`src/rtl/averager_readout.sv`:
```
// Averager result readout: BRAM port-B frame reader feeding an AXI-Stream
// master through a small credit-managed FIFO that absorbs read latency.
module averager_readout #(
    parameter int ADDR_WIDTH   = 10,
    parameter int DATA_WIDTH   = 32,
    parameter int NAVG_WIDTH   = 24,
    parameter int BRAM_LATENCY = 2
) (
    input  logic                  clk,
    input  logic                  rst,
    input  logic                  ready,
    input  logic [NAVG_WIDTH-1:0] n_avg,
    input  logic [31:0]           period,
    output logic [ADDR_WIDTH-1:0] bram_addr,
    output logic                  bram_en,
    input  logic [DATA_WIDTH-1:0] bram_rdata,
    output logic [DATA_WIDTH-1:0] m_axis_tdata,
    output logic                  m_axis_tvalid,
    input  logic                  m_axis_tready,
    output logic                  m_axis_tlast,
    output logic                  m_axis_tuser,
    output logic [NAVG_WIDTH-1:0] frame_n_avg,
    output logic                  busy,
    output logic [15:0]           overrun_cnt
);

    localparam int DEPTH = BRAM_LATENCY + 2;
    localparam int PW    = $clog2(DEPTH);
    localparam int CW    = $clog2(DEPTH + 1);
    localparam int LW    = ADDR_WIDTH + 1;

    localparam logic [0:0]    S_IDLE = 1'b0;
    localparam logic [0:0]    S_READ = 1'b1;
    localparam logic [32:0]   MAX_LEN = 33'd1 << ADDR_WIDTH;
    localparam logic [CW-1:0] CREDIT_INIT = CW'(DEPTH);
    localparam logic [PW-1:0] PTR_LAST = PW'(DEPTH - 1);

    logic [0:0]              state_q, state_d;
    logic                    ready_q;
    logic [LW-1:0]           len_q, len_d;
    logic [LW-1:0]           issued_q, issued_d;
    logic [LW-1:0]           sent_q, sent_d;
    logic [CW-1:0]           credit_q, credit_d;
    logic [BRAM_LATENCY-1:0] en_pipe_q, en_pipe_d;
    logic [PW-1:0]           wr_q, wr_d;
    logic [PW-1:0]           rd_q, rd_d;
    logic [CW-1:0]           count_q, count_d;
    logic [NAVG_WIDTH-1:0]   navg_q, navg_d;
    logic [15:0]             overrun_q, overrun_d;
    logic [DATA_WIDTH-1:0]   mem [DEPTH];

    logic [32:0]             len_full;
    logic [LW-1:0]           len_clip;
    logic [BRAM_LATENCY:0]   en_shift;
    logic                    rise, issue, push, pop, valid, last_beat;

    // Length is computed in 33 bits so period=32'hFFFFFFFF cannot wrap.
    assign len_full  = {1'b0, period} + 33'd1;
    assign len_clip  = (len_full > MAX_LEN) ? LW'(MAX_LEN) : len_full[LW-1:0];

    assign rise      = ready & ~ready_q;
    assign issue     = (state_q == S_READ) && (issued_q < len_q)
                       && (credit_q != '0);
    assign push      = en_pipe_q[BRAM_LATENCY-1];
    assign valid     = (count_q != '0);
    assign pop       = valid & m_axis_tready;
    assign last_beat = (sent_q == len_q - LW'(1));
    assign en_shift  = {en_pipe_q, issue};

    always_comb begin
        state_d   = state_q;
        len_d     = len_q;
        issued_d  = issued_q;
        sent_d    = sent_q;
        credit_d  = credit_q;
        navg_d    = navg_q;
        overrun_d = overrun_q;
        en_pipe_d = en_shift[BRAM_LATENCY-1:0];
        wr_d      = wr_q;
        rd_d      = rd_q;
        count_d   = count_q + CW'(push) - CW'(pop);
        if (state_q == S_IDLE) begin
            if (rise) begin
                state_d  = S_READ;
                len_d    = len_clip;
                navg_d   = n_avg;
                issued_d = '0;
                sent_d   = '0;
                credit_d = CREDIT_INIT;
            end
        end else begin
            if (issue) issued_d = issued_q + LW'(1);
            if (pop) sent_d = sent_q + LW'(1);
            credit_d = credit_q + CW'(pop) - CW'(issue);
            if (pop && last_beat) state_d = S_IDLE;
            if (rise && overrun_q != 16'hFFFF) overrun_d = overrun_q + 16'd1;
        end
        if (push) wr_d = (wr_q == PTR_LAST) ? '0 : wr_q + PW'(1);
        if (pop) rd_d = (rd_q == PTR_LAST) ? '0 : rd_q + PW'(1);
    end

    always_ff @(posedge clk) begin
        if (rst) begin
            state_q   <= S_IDLE;
            ready_q   <= 1'b0;
            len_q     <= '0;
            issued_q  <= '0;
            sent_q    <= '0;
            credit_q  <= CREDIT_INIT;
            en_pipe_q <= '0;
            wr_q      <= '0;
            rd_q      <= '0;
            count_q   <= '0;
            navg_q    <= '0;
            overrun_q <= '0;
        end else begin
            state_q   <= state_d;
            ready_q   <= ready;
            len_q     <= len_d;
            issued_q  <= issued_d;
            sent_q    <= sent_d;
            credit_q  <= credit_d;
            en_pipe_q <= en_pipe_d;
            wr_q      <= wr_d;
            rd_q      <= rd_d;
            count_q   <= count_d;
            navg_q    <= navg_d;
            overrun_q <= overrun_d;
        end
    end

    always_ff @(posedge clk) begin
        if (push) mem[wr_q] <= bram_rdata;
    end

    assign bram_en       = issue;
    assign bram_addr     = issued_q[ADDR_WIDTH-1:0];
    assign m_axis_tvalid = valid;
    assign m_axis_tdata  = valid ? mem[rd_q] : '0;
    assign m_axis_tuser  = valid && (sent_q == '0);
    assign m_axis_tlast  = valid && last_beat;
    assign frame_n_avg   = navg_q;
    assign busy          = (state_q == S_READ);
    assign overrun_cnt   = overrun_q;

endmodule

```
`config.mk`:
```
export PLATFORM = sky130hd
export DESIGN_NAME = averager_readout
export DESIGN_NICKNAME = d
export VERILOG_FILES = /design/src/rtl/averager_readout.sv
export SDC_FILE = /design/constraint.sdc
export NUM_CORES = 1
export LEC_CHECK = 0
export BUFFER_PORTS_ARGS = -buffer_cell sky130_fd_sc_hd__clkbuf_2
export CAP_MARGIN = 10
export CORE_MARGIN = 3
export CORE_UTILIZATION = 35
export DETAILED_ROUTE_END_ITERATION = 16
export GPL_TIMING_DRIVEN = 0
export PLACE_DENSITY = 0.55
export SLEW_MARGIN = 40
export SYNTH_ARGS = -nofsm -noshare
export SYNTH_HDL_FRONTEND = slang
export SYNTH_SLANG_ARGS = --single-unit
```
`constraint.sdc`:
```
create_clock -name clk -period 3.4 [get_ports clk]
set_input_delay 0.34 -clock clk [delete_from_list [all_inputs] [get_ports clk]]
set_output_delay 0.34 -clock clk [all_outputs]
set_load 0.01 [all_outputs]
```
**After elaboration in Yosys (flattened, before gate mapping)**

Memory sizes are Yosys's and may differ from the RTL's. A register that Yosys moved wholly into a read port is not among the register bits.
Cells that the tools add are included.

- Register bits after elaboration: 87
- Bits in latches: 0
- RAM bits: 128
- Memory bits (read-only): 0
- Input bits: 92
- Output and inout bits: 87
- Word-level logic and storage cells: 68
- Memories: 1

- $add $sub $neg: 11
- Multipliers: 0
- Div/mod/pow operators: 0
- Magnitude comparators: 2
- Equal/unequal tests: 6
- Shift operators: 0
- Mux-type cells: 18
- Bitwise operators: 4
- Reductions and logical operators: 14

Memory list:

| memory | depth | bits a word | rd ports | clocked after Yosys merged registers in | wr ports | line | text |
|---|---|---|---|---|---|---|---|
| mem | 4 | 32 | 1 | 1 | 1 | 50 | `logic [DATA_WIDTH-1:0] mem [DEPTH];` |

Operators with widths:

| kind | number |
|---|---|
| $mux 11 | 6 |
| $add 32x1->33 const B | 1 |
| $gt 33x11->1 const B | 1 |
| $mux 32 | 1 |
| $add 11x1->11 const B | 2 |
| $add 16x1->16 const B | 1 |
| $ne 16x16->1 const B | 1 |
| $eq 11x11->1 | 1 |
| $logic_not 11->1 | 1 |
| $lt 11x11->1 | 1 |
| $sub 11x1->11 const B | 1 |
| $mux 2 | 4 |
| $reduce_and 2->1 | 4 |
| $add 3x1->3 | 2 |
| $logic_and 1x1->1 | 6 |
| $mux 3 | 2 |
| $reduce_bool 3->1 | 2 |
| $sub 3x1->3 | 2 |
| $mux 1 | 5 |
| $add 2x1->2 const B | 2 |
| $eq 2x2->1 const B | 2 |
| $ne 2x1->1 const B | 2 |
| $and 1x1->1 | 2 |
| $not 1->1 | 2 |
| $reduce_bool 2->1 | 1 |

**Depth between registers and ports, before layout**

- Word-level depth: 5
- Depth in mapped cells: 17
- Depth with buffers taken out: 17

**Worst setup path before layout**

OpenSTA, ideal clock, no wires.

- Kind: flip-flop to flip-flop
- From: register len_q[8]
- To: register credit_q[2]
- Setup time: 0.106 ns
- Arrival time: 3.132 ns
- Data required time: 3.294 ns
- Path slack: 0.162 ns
- Stages on the path, launching flop included: 17
- Period minus slack after synthesis: 3.238 ns
- Cell sequence: dfxtp_1 inv_1 ha_1 a21oi_1 nor2b_1 o21ai_0 or4b_1 a21o_1 inv_1 ha_1 inv_1 ha_1 inv_1 fa_1 xor2_1 nor2_1 o311ai_0

- Cells in the longest elaborated chain, start to end: 5

Ends and longest elaborated chain:

| what | line | text |
|---|---|---|
| start: declaration | 40 | `logic [LW-1:0] len_q, len_d;` |
| start signal: assignment | 119 | `len_q <= len_d;` |
| $lt 11x11->1 | 62 | `assign issue = (state_q == S_READ) && (issued_q < len_q)` |
| $logic_and 1x1->1 | 62 |  |
| $logic_and 1x1->1 | 63 | `&& (credit_q != '0);` |
| named net bram_en | 15 | `output logic bram_en,` |
| $sub 3x1->3 | 94 | `credit_d = credit_q + CW'(pop) - CW'(issue);` |
| $mux 3 | 82 | `if (state_q == S_IDLE) begin` |
| end signal: assignment | 122 | `credit_q <= credit_d;` |
| end: declaration | 43 | `logic [CW-1:0] credit_q, credit_d;` |

The timed path passes the listed nets, and every way through them passes these cells.
A chain may end at the register's enable or synchronous reset.

**Worst setup path after layout**

- From: register len_q[9]
- To: register credit_q[2]

- Cells in the longest elaborated chain, start to end: 5

Ends and longest elaborated chain:

| what | line |
|---|---|
| $lt 11x11->1 | 62 |
| $logic_and 1x1->1 | 62 |
| $logic_and 1x1->1 | 63 |
| $sub 3x1->3 | 94 |
| $mux 3 | 82 |

No other way between the ends.

==> results.cfg <==
[synthesis]
synth_edf_count = 128
synth-seq-cells = 217
yosysUniqueCellTypes = 68
postSynthCellCount = 882
avgSynthCellArea_um2 = 11.6
ys.flop_type = edfxtp_1
synthArstFlopShare = 0
yosys_warnings = 0
synth_area_mm2 = 0.0102
seq_area_frac_synth = 0.551
syn-num-nets = 1002

[power_and_ir_drop]
p_int_mw = 4.94
p_clk_frac = 0.372
p_sw_frac = 0.274
p_seq_frac = 0.422
switching_power_mw = 1.86
peakVddDrop_mv = 0.377
p_leak_nw = 4.50
power.density_mw_per_mm2 = 550
comb_power_share = 0.206

[placed_design]
io_buffers = 169
hpwl_mm = 16.8
dpl-instance-area_mm2 = 0.0115
place_congestion = 0.787
dpl_worst_slack_ns = -0.354

[setup_path]
rr_endpoint = credit_q[2]$_SDFFE_PP1P_
crit_end = credit_q[2]$_SDFFE_PP1P_
cp-end-kind = flip-flop
critPathKind = flip-flop to flip-flop
required_ns = 3.81
reg2reg_depth = 15
start_kind = flip-flop
crit_path_start = len_q[9]$_SDFFE_PP0P_
cp.arrival_ns = 3.57
r2r_slack_ns = 0.24
reg2reg_from = len_q[9]$_SDFFE_PP0P_
path_max_fanout = 6

[die]
io_pins = 179
die_area_mm2 = 0.0313
die_w_um = 177
die_h_um = 177
core_region_area_mm2 = 0.0282
start_util = 0.362
row_count = 61

[finish]
antenna_cells = 0
nets = 1198
area_growth_syn_to_layout_pct = 21.1
drive_gt1_frac = 0.282
stdcell_area_mm2 = 0.0124

[sta]
skew_ns = 0.00721
relSlewSlack = 0.492
fmax_ghz = 0.316
slew_viol_final = 0
setup_viol = 0
min_period_over_period = 0.930
layout_min_cycle_time_ns = 3.16
whs_ns = 0.0434
fin_ws_ns = 0.236
tightest_slew_ns = 0.755
final_hold_viol_count = 0
rsz0062_at_grt = no

[global_routing]
first_global_vias = 7328
grt_overflow = 0
grt_use_total = 0.152
grt_pass1_wl_mm = 38.7
grt_antenna_before_repair = 0
grt_max_degree = 33

[run_status]
status = finished clean

[route]
drt_wl_total_mm = 24.0
vias_per_cell = 5.03
post-route-drc-count = 0
wire_per_inst_um = 16.3
drt-initial-drc-count = 286
postRouteAntennaNets = 0
dr.pass1.iters = 5
vias = 7420

[clocking]
numCtsBuffers = 24
cts_tree = built
cts_max_level = 1
cts_sinks = 217
clk_pin_slew_ns = 0.06
clock_latency_ns = 0.51
cts_root_buffer = clkbuf_16
clk_path_buf_depth = 3
hold_buffers = 0

[hold_path]
hold_class = primary input to flip-flop

[flow_run]
maxCapViolations = 0
layout make-up:
class                      count  area (um^2)
clock inverter                14          135
clock buffer                  30          633
fill                        2769        15900
sequential                   217         5630
timing repair buffer         170          853
inverter                      33          126
tap                          378          473
buffer                        54          297
multi-input combinational    578         4220
synth_stat cells (all sizes together), types with 3 or more instances:
library cell	n	area (um^2)
o22ai	13	144
nand2b	3	18.8
clkbuf	27	111
o211ai	3	22.5
a31oi	3	18.8
and3	14	90.1
or4	7	57.6
nand4	20	131
inv	33	124
nor3b	3	22.5
o31ai	6	45.0
a31o	3	26.3
mux2	5	56.3
dfxtp	89	1780
a21oi	60	300
nor3	16	80.1
nand3b	4	30.0
nor4	10	75.1
or3	11	68.8
nor2b	6	37.5
and2	39	244
ha	26	325
buf	27	181
o21ai	19	95.1
xor2	14	123
a21o	4	30.0
mux4	32	721
mux2i	6	60.1
nor2	55	206
a211oi	3	22.5
edfxtp	128	3840
xnor2	22	193
nand2	95	364
and4	9	80.1
nand3	40	200
registers in the layout (all words and copies together), names as in the netlist, named ones only:
| signal | cells |
|---|---|
| frame_n_avg | 24 |
| wr_q | 2 |
| busy | 1 |
| issued_q | 11 |
| ready_q | 1 |
| overrun_cnt | 16 |
| sent_q | 11 |
| en_pipe_q | 2 |
| credit_q | 3 |
| mem | 128 |
| rd_q | 2 |
| count_q | 3 |
| len_q | 11 |
layer usage:
metal	wire, um	part of all wire	GRT usage
met4	363	0.015	0.0282
met2	11000	0.46	0.249
met5	0	0	0
met3	1630	0.068	0.0360
met1	11000	0.46	0.208
stage by stage:
step | std cells | util | TNS, ns | total power, mW
after floorplan | 882 | - | 0 | 3.80
after global placement | 1429 | 0.408 | -0.299 | 4.34
after detailed placement | 1429 | 0.409 | -0.466 | 4.36
after CTS | 1473 | 0.436 | 0 | 6.92
after global routing | 1474 | 0.438 | 0 | 7.16
final | 1474 | 0.438 | 0 | 6.80
worst min-delay path by stage:
stage | startpoint | end | slack (ns) | cells after the start
floorplan | en_pipe_q[0]$_SDFF_PP0_ | en_pipe_q[1]$_SDFF_PP0_ | 0.41 | 1
global placement | frame_n_avg[0]$_SDFFE_PP0P_ | frame_n_avg[0]$_SDFFE_PP0P_ | 0.44 | 2
detailed placement | en_pipe_q[0]$_SDFF_PP0_ | en_pipe_q[1]$_SDFF_PP0_ | 0.45 | 1
CTS | n_avg[21] | frame_n_avg[21]$_SDFFE_PP0P_ | 0.02 | 3
global route | bram_rdata[16] | mem[2][16]$_DFFE_PP_ | 0.02 | 1
finish | n_avg[21] | frame_n_avg[21]$_SDFFE_PP0P_ | 0.04 | 3
power groups by stage:
stage | combinational, mW | clock (mW) | sequential (mW)
after floorplan | 0.874 | 0 | 2.93
after global placement | 1.42 | 0 | 2.93
after detailed placement | 1.43 | 0 | 2.93
after CTS | 1.44 | 2.61 | 2.87
after global routing | 1.57 | 2.70 | 2.88
final | 1.40 | 2.53 | 2.87
cells by family (layout without fill, tap and decap cells):
kind of cell               after synthesis  after routing  share of synthesized area
buffers and inverters                   87            301                     0.0408
and+or+nand+nor                        337            337                      0.173
adders and majority gates               28             28                     0.0358
muxes                                   43             43                     0.0820
DFF                                    217            217                      0.551
xor gates and xnor gates                36             36                     0.0309
AOI/OAI and AO/OA                      134            134                     0.0866
critical path: stages, from the launching register on:
cell and delay (ns):
dfxtp_2 0.36, inv_1 0.10, ha_1 0.31, nor2b_1 0.14, o21ai_1 0.10, or4b_4 0.48, a21o_4 0.22, inv_4 0.09
ha_1 0.23, inv_1 0.05, ha_1 0.12, inv_1 0.05, fa_2 0.34, xor2_2 0.15, nor2_1 0.06, o311ai_1 0.27
repair_timing:
item,4_1_cts,5_1_grt
setup buffers,0,1
pin swaps,0,1
gates resized for setup,6,11
hold endpoints to repair,0,0
endpoints found under the setup margin,2,2
cells in the final DEF (no fill, tap or decap), drive strengths merged, types with 4 or more instances in the layout:
| master | Yosys | layout |
|---|---|---|
| clkbuf | 27 | 226 |
| edfxtp | 128 | 128 |
| nand2 | 95 | 95 |
| dfxtp | 89 | 89 |
| a21oi | 60 | 60 |
| nor2 | 55 | 55 |
| nand3 | 40 | 40 |
| and2 | 39 | 39 |
| inv | 33 | 33 |
| mux4 | 32 | 32 |
| buf | 27 | 28 |
| ha | 26 | 26 |
| xnor2 | 22 | 22 |
| nand4 | 20 | 20 |
| o21ai | 19 | 19 |
| nor3 | 16 | 16 |
| xor2 | 14 | 14 |
| and3 | 14 | 14 |
| o22ai | 13 | 13 |
| or3 | 11 | 11 |
| nor4 | 10 | 10 |
| clkinv | 0 | 10 |
| and4 | 9 | 9 |
| or4 | 7 | 7 |
| nor2b | 6 | 6 |
| mux2i | 6 | 6 |
| o31ai | 6 | 6 |
| mux2 | 5 | 5 |
| nand3b | 4 | 4 |
| a21o | 4 | 4 |
Power figures use the tool's default switching activity.
